File: config.mk
export PLATFORM = sky130hd
export DESIGN_NAME = arb_mux
export DESIGN_NICKNAME = d
export VERILOG_FILES = /design/src/rtl/arb_mux.sv
export SDC_FILE = /design/constraint.sdc
export NUM_CORES = 1
export LEC_CHECK = 0
export ABC_AREA = 1
export CORE_AREA = 4 4 230 232
export DETAILED_ROUTE_END_ITERATION = 12
export DIE_AREA = 0 0 234 236
export GPL_TIMING_DRIVEN = 0
export PLACE_DENSITY = 0.45
export SLEW_MARGIN = 0
export SYNTH_ARGS = -nofsm -noshare
export SYNTH_HDL_FRONTEND = slang
export SYNTH_SLANG_ARGS = --single-unit
File: constraint.sdc
create_clock -name clk -period 8.4 [get_ports clk]
set_input_delay 2.1 -clock clk [delete_from_list [all_inputs] [get_ports clk]]
set_output_delay 2.1 -clock clk [all_outputs]
set_load 0.02 [all_outputs]
File: src/rtl/arb_mux.sv
// arb_mux: N:1 datapath multiplexer with a single registered output stage.
// Mode 0 forwards a fixed, externally selected channel; mode 1 arbitrates
// round-robin among the valid channels. Adds one cycle of latency and
// sustains one transfer per cycle, including drain-and-refill in one cycle.
//
// Handshake: a word moves across an interface on a rising clk edge where
// both valid and ready are high. Valid never waits on ready. On the input
// side, in_ready is raised for at most the one granted channel, and only
// when that channel is valid and the output register can accept a word.
// On the output side, out_valid stays high and out_data/out_src stay
// stable until the consumer raises out_ready.

module arb_mux #(
    parameter int  WIDTH = 64,
    parameter int  N     = 8,
    localparam int SELW  = $clog2(N)
) (
    input  logic                      clk,
    input  logic                      reset,
    input  logic [N-1:0][WIDTH-1:0]   in_data,
    input  logic [N-1:0]              in_valid,
    output logic [N-1:0]              in_ready,
    input  logic                      mode,
    input  logic [SELW-1:0]           sel,
    output logic [WIDTH-1:0]          out_data,
    output logic [SELW-1:0]           out_src,
    output logic                      out_valid,
    input  logic                      out_ready
);

    // Round-robin pointer: the most recently granted channel. The search
    // for the next grant starts one past it, so it resets to N-1 to give
    // channel 0 first priority.
    logic [SELW-1:0] ptr;

    // Grant decision for this cycle.
    logic            gnt_valid;
    logic [SELW-1:0] gnt_idx;
    logic [SELW-1:0] cand;

    // Output register can take a new word when empty or being drained.
    logic load;

    // A transfer really happens this cycle (reset suppresses it).
    logic take;

    assign load = !out_valid || out_ready;
    assign take = gnt_valid && load && !reset;

    // Grant selection: fixed select, or first valid channel after ptr.
    always_comb begin
        gnt_valid = 1'b0;
        gnt_idx   = '0;
        cand      = '0;
        if (!mode) begin
            // Other channels' valid bits are deliberately ignored here.
            if (in_valid[sel]) begin
                gnt_valid = 1'b1;
                gnt_idx   = sel;
            end
        end else begin
            // Offsets 1..N from ptr; offset N wraps back to ptr itself, so a
            // channel that is the only valid one can be granted repeatedly.
            for (int k = 1; k <= N; k++) begin
                cand = ptr + SELW'(k);
                if (!gnt_valid && in_valid[cand]) begin
                    gnt_valid = 1'b1;
                    gnt_idx   = cand;
                end
            end
        end
    end

    // One-hot ready towards the granted channel only; independent of data.
    always_comb begin
        in_ready = '0;
        if (take) begin
            in_ready[gnt_idx] = 1'b1;
        end
    end

    // Output register and round-robin pointer update.
    always_ff @(posedge clk) begin
        if (reset) begin
            out_valid <= 1'b0;
            out_data  <= '0;
            out_src   <= '0;
            ptr       <= SELW'(N - 1);
        end else if (load) begin
            if (gnt_valid) begin
                out_data  <= in_data[gnt_idx];
                out_src   <= gnt_idx;
                out_valid <= 1'b1;
                // Pointer follows grants in both modes so a later switch to
                // round-robin continues fairly from the last served channel.
                ptr       <= gnt_idx;
            end else begin
                // Nothing to load: the word (if any) was drained; keep the
                // stale data/src but mark the register empty.
                out_valid <= 1'b0;
            end
        end
    end

endmodule

# Yosys cells after proc, flatten, opt, wreduce, memory -nomap -nowiden
# Index checks and enable logic that the tools add are counted.
# totals
register_bits,71
out_inout_bits,76
elab_cells,94
# classes
addsub,7
n_lt_le_gt_ge,11
n_mux,51
reduce_logical,21
# op_table
op,n
$bmux 64 s3,1
$mux 64,1
$lt 3x4->1 const B,10
$mux 3,10
$mux 1,28
$bmux 1 s3,9
$add 3x3->3 const B,4
$logic_and 1x1->1,10
$logic_not 1->1,9
$mux 8,1
$add 3x2->3 const B,2
$add 3x1->3 const B,1
$demux 1 s3,1
$ge 3x1->1 const B,1
$reduce_and 2->1,1
$logic_or 1x1->1,1

# Longest topological paths before layout
# depth
depth_word,38
mapped_depth,26

# Worst setup path after synthesis
# No wires, ideal clock.
# synth_timing
path_kind,input -> output
startpoint,in in_valid[7]
endpoint,out in_ready[1]
arrival_time_ns,4.049
required_ns,6.300
path_slack_ns,2.251
path_stages,15
n_path_buf,2
cell_sequence,nand2_1 > nand3_2 > nand3_1 > nand2_2 > nor2_8 > nand4_4 > nor2_4 > nand3_2 > nand3_1 > nand3_2 > nand2_2 > buf_6 > buf_6 > nand3_1 > nor2_1
# synth_via
elab_chain_cells,37
elab_cells_between_ends,67
cone_classes,order compare: 2; mux: 48; reduce/logical: 17
# synth_rtl
element,line,source
from (decl),21,"input logic [N-1:0] in_valid,"
$bmux 1 s3,66,if (!gnt_valid && in_valid[cand]) begin
$mux 1 (implied by the code),66,
$mux 1,66,
$mux 1,55,if (!mode) begin
$logic_not 1->1,66,
$logic_and 1x1->1,66,
$mux 1,66,
$mux 1,55,
[... 21 more ...],--,
$logic_and 1x1->1,66,
$mux 3,66,
$mux 3,55,
$lt 3x4->1 (implied by the code) / $ge 3x1->1 (equally long branches),78,in_ready[gnt_idx] = 1'b1;
$logic_and 1x1->1 (implied by the code),78,
$mux 1 (implied by the code),78,
$demux 1 s3,78,
$mux 8 (*),77,if (take) begin
to (decl),22,"output logic [N-1:0] in_ready,"
# Every way passes the cells marked *; elsewhere a longest branch is shown, timed or not. The select of a mux whose other input is x is not followed.

# Final worst setup path
# layout_timing
startpoint,in in_valid[7]
endpoint,out in_ready[4]
# The elaborated chain is that of the path after synthesis.

==> impl_metrics.ini <==
[yosys]
async_flop_share_pct = 0
synth.yosys.warnings = 0
synth_flop_cell = dfxtp_1
synthDistinctLibCells = 33
syn-num-nets = 2295
synth_seq_cells = 71
synth_area_per_cell_um2 = 4.976
synth_top_cell_area_share_pct = 38.40
synth_area_leaders = nand2_1 (38%), nand3_1 (20%), dfxtp_1 (16%)
synth_area_um2 = 8788
synth_common_cells = nand2_1 (899), nand3_1 (348), nor2_1 (161)
yosys.area.top_type = nand2_1
synth-edff-count = 0
seq_area_frac_synth_pct = 16.17
synth_most_common_cell = nand2_1
synthCells = 1766

[placed_design]
dpl.hpwl_um = 54980
preCtsSetupSlack_ns = 0.2729
finalWeightedCongestion = 0.9002
port_buffers = 601
placed_cells = 3047

[grt]
overflow = 0
grt_pass1_wl_um = 93900
grt_usage_pct = 23.12
first_global_vias = 14160
antenna_found_initial = 10
grt_max_degree = 13

[power]
combPwrFrac_pct = 77.3
switchingPower_uw = 2223
leakagePower_uw = 0.007435
p_int_uw = 1804
seqPwrFrac_pct = 11.8
powerDensity_nw_per_um2 = 251.7
vdd_ir_drop_max_mv = 0.09916
swShare_pct = 55.20
clockPowerShare_pct = 10.9

[clocking]
htreeDepth = 3
ctsResizeCount = 0
clkSinkCount = 71
clkTransAtPathRegs_ns = 0.07
clk_latency_ns = 0.36
cts_inserted_buffers = 9
clk_path_buf_depth = 2
cts_hold_buf = 0
postCtsSetupBuffers = 0
root_buffer = clkbuf_16
cts_tree = yes

[floorplanning]
row_count = 83
die-area_um2 = 55220
die_h_um = 236
core_area_um2 = 50990
start_util_pct = 17.24
pin_count = 603
die_width_um = 234

[timing]
min_period_over_period_pct = 95.76
hold_ws_ns = 0.4718
fin_ws_ns = 0.3559
setup_tns_ns = 0
clock.fmax_mhz = 124.3
grt_setup_unrepaired = false
slew_viol_final = 0
tightest_slew_ns = 1.200
slew_headroom_pct = 20.00
skew_ns = 0.01211
finalHoldViolations = 0
fin_crit_ns = 8.044
final-setup-viol-count = 0

[worst_setup_path]
path_max_fanout = 10
cpPeakStageDelay_ns = 0.65
reg2regPathDepth = 23
crit_slowest_cell = clkdlybuf4s50_1
path_class = input port to output pin
critPathLaunchType = input port
critPathCaptureType = output pin
cp.arrival_ns = 5.94
crit_required_ns = 6.30
crit_chain = clkdlybuf4s50_1 > nand2_1 > nand3_2 > nand3_1 > nand2_2 > nor2_8 > nand2_1 > nor2_1 > nor2_1 > nand3_1 > nor2_1 > nand2_1 > nand2_1 > nand2_1 > nor2_2 > buf_2 > buf_2 > inv_1 > nor2_1 > clkdlybuf4s50_1
crit_top_cell = nand2_1

[routing]
first_pass_iters = 5
antenna_left = 0
routed_via_density = 4.487
post_drt_wl_per_cell_um = 21.75
drc = 0
finalWirelength_um = 66730
drt_iter0_markers = 762
vias = 13770

[final_layout]
stdcell_count = 3068
final_net_count = 2907
syn2layout_area_growth_pct = 82.08
nFillCells = 5813
fin_util_pct = 31.38
drive_gt1_share_pct = 5.329

[run]
maxCapViolCount = 0

[outcome]
status = finished clean

[hold_path]
worstHoldPathType = flip-flop to flip-flop
whs_path_depth = 2
==> logic make-up after synthesis <==
group | count (synthesis) | share of synthesized area [%]
xor+xnor | 3 | 0.2990
buf+inv | 169 | 10.41
flops | 71 | 16.17
fa+ha+maj | 2 | 0.2847
simple gates | 1435 | 67.71
compound gates | 86 | 5.125
==> per-layer routing <==
metal  vias up  GRT usage [%]  part of all wire [%]
li1       6843              -                     -
met1      6324          27.96                    41
met2       521          40.51                    49
met3        74          5.169                   7.1
met4         4          7.184                   3.0
met5         -              0                 0.039
==> power groups by stage <==
stage / registers [uW] / clock network [uW] / logic, uW
after floorplan: 581 / 0 / 1680
after global placement: 477 / 0 / 3160
after detailed placement: 480 / 0 / 3150
after CTS: 475 / 458 / 3160
after global routing: 485 / 464 / 3440
final: 476 / 438 / 3110
==> per-stage QoR <==
step / total power, uW / cell area, um2
global route: 4393 / 16000
finish: 4027 / 16000
floorplan: 2264 / 8788
global placement: 3637 / 15660
CTS: 4096 / 15980
detailed placement: 3631 / 15660
==> path summary, 6_finish.rpt <==
kind                       to   startpoint  slack [ns]
hold reg to reg    out_src[2]   out_src[2]        0.47
setup reg to reg  out_data[8]       ptr[1]        3.73
setup / recovery  in_ready[4]  in_valid[7]        0.36
hold / removal     out_src[2]   out_src[2]        0.47
==> registers in the layout, summed over array words and instances, names as in the netlist <==
signal / flops
out_data: 64
out_src: 3
ptr: 3
out_valid: 1
==> cells in the final DEF (no fill, tap or decap), types with 2 or more instances in the layout <==
cell type,count
nand2_1,899
dfxtp_1,71
a21oi_1,3
buf_6,24
clkdlybuf4s50_1,601
o21ai_1,3
buf_2,52
nand4_1,5
nand2_2,9
o22ai_1,2
o21ai_0,72
xor2_1,2
clkbuf_1,39
nor2_1,161
clkbuf_16,9
buf_4,9
inv_1,26
o211ai_1,2
nand3_1,348
ha_1,2
nand3_2,6
diode_2,5
buf_1,14
inv_2,3
bufinv_16,2
==> layout make-up <==
| class | count | area (um2) | share of cell area (%) |
|---|---|---|---|
| Multi-Input combinational cell | 1526 | 6459 | 40.36 |
| Timing Repair Buffer | 601 | 6016 | 37.59 |
| Sequential cell | 71 | 1421 | 8.883 |
| Tap cell | 680 | 850.8 | 5.317 |
| Buffer | 139 | 805.8 | 5.036 |
| Clock buffer | 11 | 242.7 | 1.517 |
| Inverter | 30 | 112.6 | 0.7037 |
| Clock inverter | 5 | 81.33 | 0.5082 |
| Antenna cell | 5 | 12.51 | 0.07819 |
==> worst max-delay path, delay by kind of cell <==
kind                   cells  cell delay (ns)
buffers and inverters      5             2.11
AND/OR/NAND/NOR           15             1.72
No activity file was read; power rests on OpenSTA's default activity.
